<file path="src/rtl/mem_arbiter_pkg.sv">
// Shared definitions for the instruction/data memory arbiter: response
// states and the starvation-counter width helper.
package mem_arbiter_pkg;

    typedef enum logic [1:0] {
        RSP_NONE = 2'd0,
        RSP_IF   = 2'd1,
        RSP_D    = 2'd2
    } rsp_state_e;

    // Counter must hold 0..limit inclusive; never narrower than one bit.
    function automatic int starve_cnt_w(input int limit);
        return (limit < 1) ? 1 : $clog2(limit + 1);
    endfunction

endpackage

</file>
<file path="src/rtl/mem_arbiter.sv">
// Arbitrates instruction fetch and data ports onto one single-port memory.
// Data wins by default; fetch is forced through after STARVE_LIMIT data grants.
module mem_arbiter
    import mem_arbiter_pkg::*;
#(
    parameter int STARVE_LIMIT = 4,
    parameter int ADDR_W       = 32
) (
    input  logic              clk,
    input  logic              rst,

    input  logic              if_req,
    input  logic [ADDR_W-1:0] if_addr,
    output logic              if_gnt,
    output logic              if_rvalid,
    output logic [31:0]       if_rdata,

    input  logic              d_req,
    input  logic              d_we,
    input  logic [ADDR_W-1:0] d_addr,
    input  logic [31:0]       d_wdata,
    input  logic [3:0]        d_sel,
    output logic              d_gnt,
    output logic              d_rvalid,
    output logic [31:0]       d_rdata,

    output logic              mem_ce,
    output logic              mem_we,
    output logic [ADDR_W-1:0] mem_addr,
    output logic [31:0]       mem_wdata,
    output logic [3:0]        mem_sel,
    input  logic [31:0]       mem_rdata,

    output logic              stall_o
);

    localparam int               CNT_W = starve_cnt_w(STARVE_LIMIT);
    localparam logic [CNT_W-1:0] LIMIT = CNT_W'(STARVE_LIMIT);

    rsp_state_e       r_state;
    rsp_state_e       w_state_nxt;
    logic [CNT_W-1:0] r_starve_cnt;
    logic [CNT_W-1:0] w_starve_nxt;
    logic             w_if_gnt;
    logic             w_d_gnt;
    logic             w_starved;

    assign w_starved = (r_starve_cnt == LIMIT);

    // Grants are suppressed while rst is high so nothing reaches memory that cycle.
    // NOTE: every combinational output gets a default first, so no path can infer a latch.
    always_comb begin
        w_if_gnt = 1'b0;
        w_d_gnt  = 1'b0;
        if (!rst) begin
            if (d_req && !(if_req && w_starved)) begin
                w_d_gnt = 1'b1;
            end else if (if_req) begin
                w_if_gnt = 1'b1;
            end
        end
    end

    always_comb begin
        mem_ce    = w_if_gnt | w_d_gnt;
        mem_we    = 1'b0;
        mem_addr  = '0;
        mem_wdata = '0;
        mem_sel   = '0;
        if (w_if_gnt) begin
            mem_addr = if_addr;
            mem_sel  = 4'hF;
        end else if (w_d_gnt) begin
            mem_we    = d_we;
            mem_addr  = d_addr;
            mem_wdata = d_wdata;
            mem_sel   = d_sel;
        end
    end

    always_comb begin
        w_state_nxt  = RSP_NONE;
        w_starve_nxt = r_starve_cnt;
        if (w_if_gnt) begin
            w_state_nxt = RSP_IF;
        end else if (w_d_gnt && !d_we) begin
            w_state_nxt = RSP_D;
        end
        if (w_if_gnt || !if_req) begin
            w_starve_nxt = '0;
        end else if (w_d_gnt && !w_starved) begin
            w_starve_nxt = r_starve_cnt + 1'b1;
        end
    end

    // NOTE: sequential state uses non-blocking assignments so every register
    // samples the pre-edge values regardless of statement order.
    always_ff @(posedge clk) begin
        if (rst) begin
            r_state      <= RSP_NONE;
            r_starve_cnt <= '0;
        end else begin
            r_state      <= w_state_nxt;
            r_starve_cnt <= w_starve_nxt;
        end
    end

    assign if_gnt    = w_if_gnt;
    assign d_gnt     = w_d_gnt;
    assign if_rvalid = !rst && (r_state == RSP_IF);
    assign d_rvalid  = !rst && (r_state == RSP_D);
    assign if_rdata  = if_rvalid ? mem_rdata : 32'h0;
    assign d_rdata   = d_rvalid  ? mem_rdata : 32'h0;
    assign stall_o   = !rst && ((if_req && !w_if_gnt) || (d_req && !w_d_gnt));

endmodule

</file>
<file path="config.mk">
export PLATFORM = sky130hd
export DESIGN_NAME = mem_arbiter
export DESIGN_NICKNAME = d
export VERILOG_FILES = /design/src/rtl/mem_arbiter_pkg.sv /design/src/rtl/mem_arbiter.sv
export SDC_FILE = /design/constraint.sdc
export NUM_CORES = 1
export LEC_CHECK = 0
export CAP_MARGIN = 0
export CORE_AREA = 2 2 108 110
export DETAILED_ROUTE_END_ITERATION = 12
export DIE_AREA = 0 0 110 112
export PLACE_DENSITY = 0.58
export SYNTH_ARGS = -nofsm -noshare
export SYNTH_HDL_FRONTEND = slang
export SYNTH_SLANG_ARGS = --single-unit
export TNS_END_PERCENT = 20
</file>
<file path="constraint.sdc">
create_clock -name clk -period 1.9 [get_ports clk]
set_input_delay 0.285 -clock clk [delete_from_list [all_inputs] [get_ports clk]]
set_output_delay 0.285 -clock clk [all_outputs]
set_load 0.02 [all_outputs]
</file>
---- Yosys cells after proc, flatten, opt, wreduce, memory -nomap -nowiden ----
Cells that the tools add are included.
storage, ports and cells
  logic and storage cells ................. 45
  input port bits ......................... 137
  flip-flop bits (word level) ............. 5
  output and inout bits ................... 139
operators by class
  reduce and logical (&&, ||, !) cells .... 20
  $add $sub $neg .......................... 1
  equal/unequal tests ..................... 3
  multiplexer cells ....................... 17
  bitwise gates (word level) .............. 1
operators by type and width
  operator                                       number
  two-way mux 32 bit                             6
  logical AND 1 bit                              9
  two-way mux 1 bit                              8
  two-way mux 4 bit                              2
  zero test 1 bit                                7
  OR reduction 2 bit                             2
  adder 3 x 1 -> 3 bit, second input constant    1
  == test 3 bit, second input constant           1
  == test 2 x 1 -> 1 bit, second input constant  1
  == test 2 bit, second input constant           1
  logical OR 1 bit                               2
  two-way mux 2 bit                              1
  OR 1 bit                                       1

---- Logic depth before layout (Yosys ltp) ----
Gate-level depths: netlist of run 1.
  depth after elaboration ................. 10
  mapped depth ............................ 7
  mapped depth without buffers ............ 5

---- Worst setup path before layout of run 1 ----
No wires, ideal clock.
  path kind ............................... flip-flop to output port
  start ................................... reg r_starve_cnt[0]
  end ..................................... out mem_addr[26]
  data arrival time ....................... 1531 ps
  path slack .............................. 84 ps
  stages on the path, launching flop included .. 7
  cells stage by stage .................... dfxtp_1 > inv_1 > ha_1 > nand2_1 > a21boi_1 > clkbuf_1 > a22o_1
between the ends
  elaborated cells on any way between the ends .. 10
  classes of those cells .................. eq/ne (1); mux (6); reduce/logical (3)
RTL lines
  element                   line                source
  start: declaration        mem_arbiter.sv:42   logic [CNT_W-1:0] r_starve_cnt;
  start signal: assignment  mem_arbiter.sv:104  r_starve_cnt <= w_starve_nxt;
  == test 3 bit             mem_arbiter.sv:48   assign w_starved = (r_starve_cnt == LIMIT);
  logical AND 1 bit         mem_arbiter.sv:56   if (d_req && !(if_req && w_starved)) begin
  zero test 1 bit           mem_arbiter.sv:56
  logical AND 1 bit         mem_arbiter.sv:56
  two-way mux 1 bit         mem_arbiter.sv:56
  two-way mux 1 bit         mem_arbiter.sv:55   if (!rst) begin
  net if_gnt                mem_arbiter.sv:14   output logic if_gnt,
  two-way mux 32 bit        mem_arbiter.sv:70   if (w_if_gnt) begin
  end: declaration          mem_arbiter.sv:29   output logic [ADDR_W-1:0] mem_addr,
The timed path passes the listed nets, and every way through them passes these cells.

---- Worst setup path after layout of run 1 ----
  start ................................... reg r_starve_cnt[0]
  end ..................................... out mem_addr[25]
between the ends
  cells in the longest elaborated chain, start to end .. 8
  elaborated cells on any way between the ends .. 10
  classes of those cells .................. eq/ne (1); mux (6); reduce/logical (3)
ends and longest elaborated chain
  element                 line               source
  == test 3 bit (*)       mem_arbiter.sv:48
  logical AND 1 bit (*)   mem_arbiter.sv:56
  zero test 1 bit (*)     mem_arbiter.sv:56
  logical AND 1 bit (*)   mem_arbiter.sv:56
  two-way mux 1 bit       mem_arbiter.sv:56
  two-way mux 1 bit       mem_arbiter.sv:55
  two-way mux 32 bit      mem_arbiter.sv:73  end else if (w_d_gnt) begin
  two-way mux 32 bit (*)  mem_arbiter.sv:70
Every way passes the cells marked *; elsewhere a longest branch is shown, timed or not.

==> flow_summary.toml, run 1 <==
[sta]
setup_viol = 70
final.setup.worst_slack_ns = -0.1593
grt_setup_unrepaired = "yes"
tightest_slew_ns = 0.3036
period_needed_ns = 2.059
slew_violations = 0
holdWs_ns = 0.5707
fin_worst_skew_ns = 0.0007446
max_freq_ghz = 0.4856
finalCritPeriodShare_pct = 108.4
final_hold_viol_count = 0
relSlewSlack_pct = 79.76

[finish]
regArea_um2 = 102.6
fin_nets = 599
drive_above_1_share_pct = 29.85
multi_input_area_um2 = 1174
post-route-util_pct = 41.96
insertedDiodeCount = 0
syn_to_final_growth_pct = 280.0
n_fill_cell = 1125
fin_area_um2 = 4688

[flow_run]
cap_violations = 0

[route]
viasPerCell = 4.012
routed_wl_mm = 10.05
wl_per_cell_um = 16.69
ant_nets = 0
vias = 2415
drtIter0Drc = 107
drtPass1Iterations = 4
drc_errors = 0

[power_and_ir_drop]
p_per_area_nw_per_um2 = 288.0
p_leak_nw = 2.208
ir_worst_vdd_uv = 224.0

[cts]
cts_max_path_buffers = 2
cts_hold_buf = 0
cts_buffers = 3
clk_latency_ns = 0.22
clkTransAtPathRegs_ns = 0.03
cts_tree = "yes"
htree_levels = 1
cts-root-buf = "clkbuf_16"
cts_sinks = 5

[synth]
synth_top_cell_by_area = "and2_1"
synthXorXnorAreaFrac_pct = 0
synth_cells = 175
synth_edf_count = 0
synth_compound_area_share_pct = 27.59
ys_seq_elements = 5
synth_cell_type_count = 19
synth_fa_ha_area_share_pct = 2.028
ys_seq_area_share_pct = 8.114
synth_fp_nets = 314
syn_area_um2 = 1234
synth_simple_gate_area_share_pct = 54.56
synthArstFlopShare_pct = 0
yosysMostFrequentCell = "and2_1"
syn_area_per_cell_um2 = 7.050
synthTopCellsByArea = "and2_1 (50%), a22o_1 (23%), dfxtp_1 (8.1%)"
synth.area.mux_share_pct = 0.8114
yosys_warnings = 0
synthFlopType = "dfxtp_1"
synth_top_area_share_pct = 49.70
synth_top_family_by_area = "simple AND/OR/NAND/NOR gates"
yosys-top-cells-count = "and2_1 (98), a22o_1 (32), clkbuf_1 (9)"

[setup_path]
rr_worst_depth = 6
critPathMaxStageDelay_ns = 0.32
arrival_ns = 1.77
cp_slowest_cell = "dfxtp_2"
critPathKind = "reg -> out"
required_ns = 1.62
path_common_cell = "buf_6"
critPathCaptureType = "output pin"
critPathMaxFanout = 15
cp-start-kind = "register"
crit_path_cell_trace = "inv_2 > ha_4 > a311oi_4 > buf_6 > buf_4 > buf_12 > a22o_1 > buf_6"

[place]
place_area_um2 = 4242
numPortBuffers = 275
hpwl_mm = 7.919
gp_congestion = 0.8160

[floorplan]
dieArea_um2 = 12320
io_pins = 276
num_rows = 39
initial_core_util_pct = 11.04
dieHeight_um = 112
fp.dieW_um = 110
core_area_um2 = 11170

[global_route]
grt_pass1_vias = 2478
overflow = 0
grt_max_degree = 34
grt_pass1_wl_mm = 13.97
grt_usage_pct = 14.92
antenna_found_initial = 0

[run_status]
status = "complete, but fails checks"
violations = "setup timing"

[hold_path]
hold_path.class = "in -> reg"
hold_depth = 3
==> layout make-up <==
type	instances	area share [%]
Clock buffer	4	1.681
Tap cell	143	3.816
Inverter	3	0.2402
Sequential cell	5	2.188
Timing Repair Buffer	297	67.04
Multi-Input combinational cell	150	25.03
==> metal layers <==
metal	up-vias	global-route usage, %	wire length (um)
li1	1160	-	-
met1	1088	15.51	3497
met2	159	29.78	5532
met3	8	2.927	905
met4	0	3.122	112
met5	-	0	0
==> logic make-up after synthesis <==
logic type                 Yosys count
buffers and inverters               20
DFF                                  5
AOI/OAI and AO/OA                   39
adders and majority gates            2
and+or+nand+nor                    108
muxes                                1
==> repair_timing <==
item                                    4_1_cts  5_1_grt
endpoints found under the setup margin      139      108
pin swaps                                    19       17
resized for setup                           515       56
cloned                                        5        1
setup buffers                                 7        1
==> registers in the layout (all words and copies together) (netlist names) <==
name / flops
r_state: 2
r_starve_cnt: 3
==> report_power, final <==
part / switching [mW] / internal [mW] / total (mW)
sequential: 0.00175 / 0.109 / 0.111
combinational: 0.344 / 0.552 / 0.897
clock: 0.0652 / 0.278 / 0.343
total: 0.411 / 0.939 / 1.35
==> worst max-delay path, delay by kind of cell (launching register included) <==
family	cells	cell delay (ns)
compound gates	2	0.47
fa+ha+maj	1	0.17
buf+inv	5	0.58
flops	1	0.32
==> through the flow <==
| stage | instances | setup WS (ns) | power (mW) | setup TNS (ns) |
|---|---|---|---|---|
| final | 602 | -0.1593 | 1.350 | -5.535 |
| after global routing | 602 | -0.2356 | 1.413 | -11.32 |
| after CTS | 601 | -0.1989 | 1.342 | -9.247 |
| after detailed placement | 585 | -0.6991 | 0.9063 | -73.01 |
| after global placement | 585 | -0.6808 | 0.8997 | -71.26 |
| after floorplan | 175 | 0.08353 | 0.3673 | 0 |
==> cells in the final DEF, fill, tap and decap left out, drive strengths merged <==
cell type,n
nor2b,3
or2,1
clkdlybuf4s15,31
clkdlybuf4s50,134
a311oi,1
nor3b,2
and3,2
a21boi,2
buf,93
a21o,4
mux2i,1
clkbuf,9
a22o,32
inv,3
nor2,1
dlygate4sd2,34
and2,98
dfxtp,5
nand2,1
ha,2
==> worst paths after layout <==
kind / startpoint / end / slack (ns)
setup reg to reg: r_starve_cnt[0]$_SDFFE_PP0P_ / r_state[1]$_SDFF_PP0_ / 0.56
hold reg to reg: r_starve_cnt[1]$_SDFFE_PP0P_ / r_starve_cnt[1]$_SDFFE_PP0P_ / 0.64
setup / recovery: r_starve_cnt[0]$_SDFFE_PP0P_ / mem_addr[25] / -0.16
hold / removal: d_req / r_state[0]$_SDFF_PP0_ / 0.57
Note: power is estimated with default switching activity, not from simulation.
==> inputs of run 2 (changes only) <==
--- a/config.mk
+++ b/config.mk
@@ -5,7 +5,7 @@
 export SDC_FILE = /design/constraint.sdc
 export NUM_CORES = 1
 export LEC_CHECK = 0
-export CAP_MARGIN = 0
+export CAP_MARGIN = 30
 export CORE_AREA = 2 2 108 110
 export DETAILED_ROUTE_END_ITERATION = 12
 export DIE_AREA = 0 0 110 112
==> results of run 2 <==
Same layout as run 1: the final DEF is identical, and so are final timing and power.
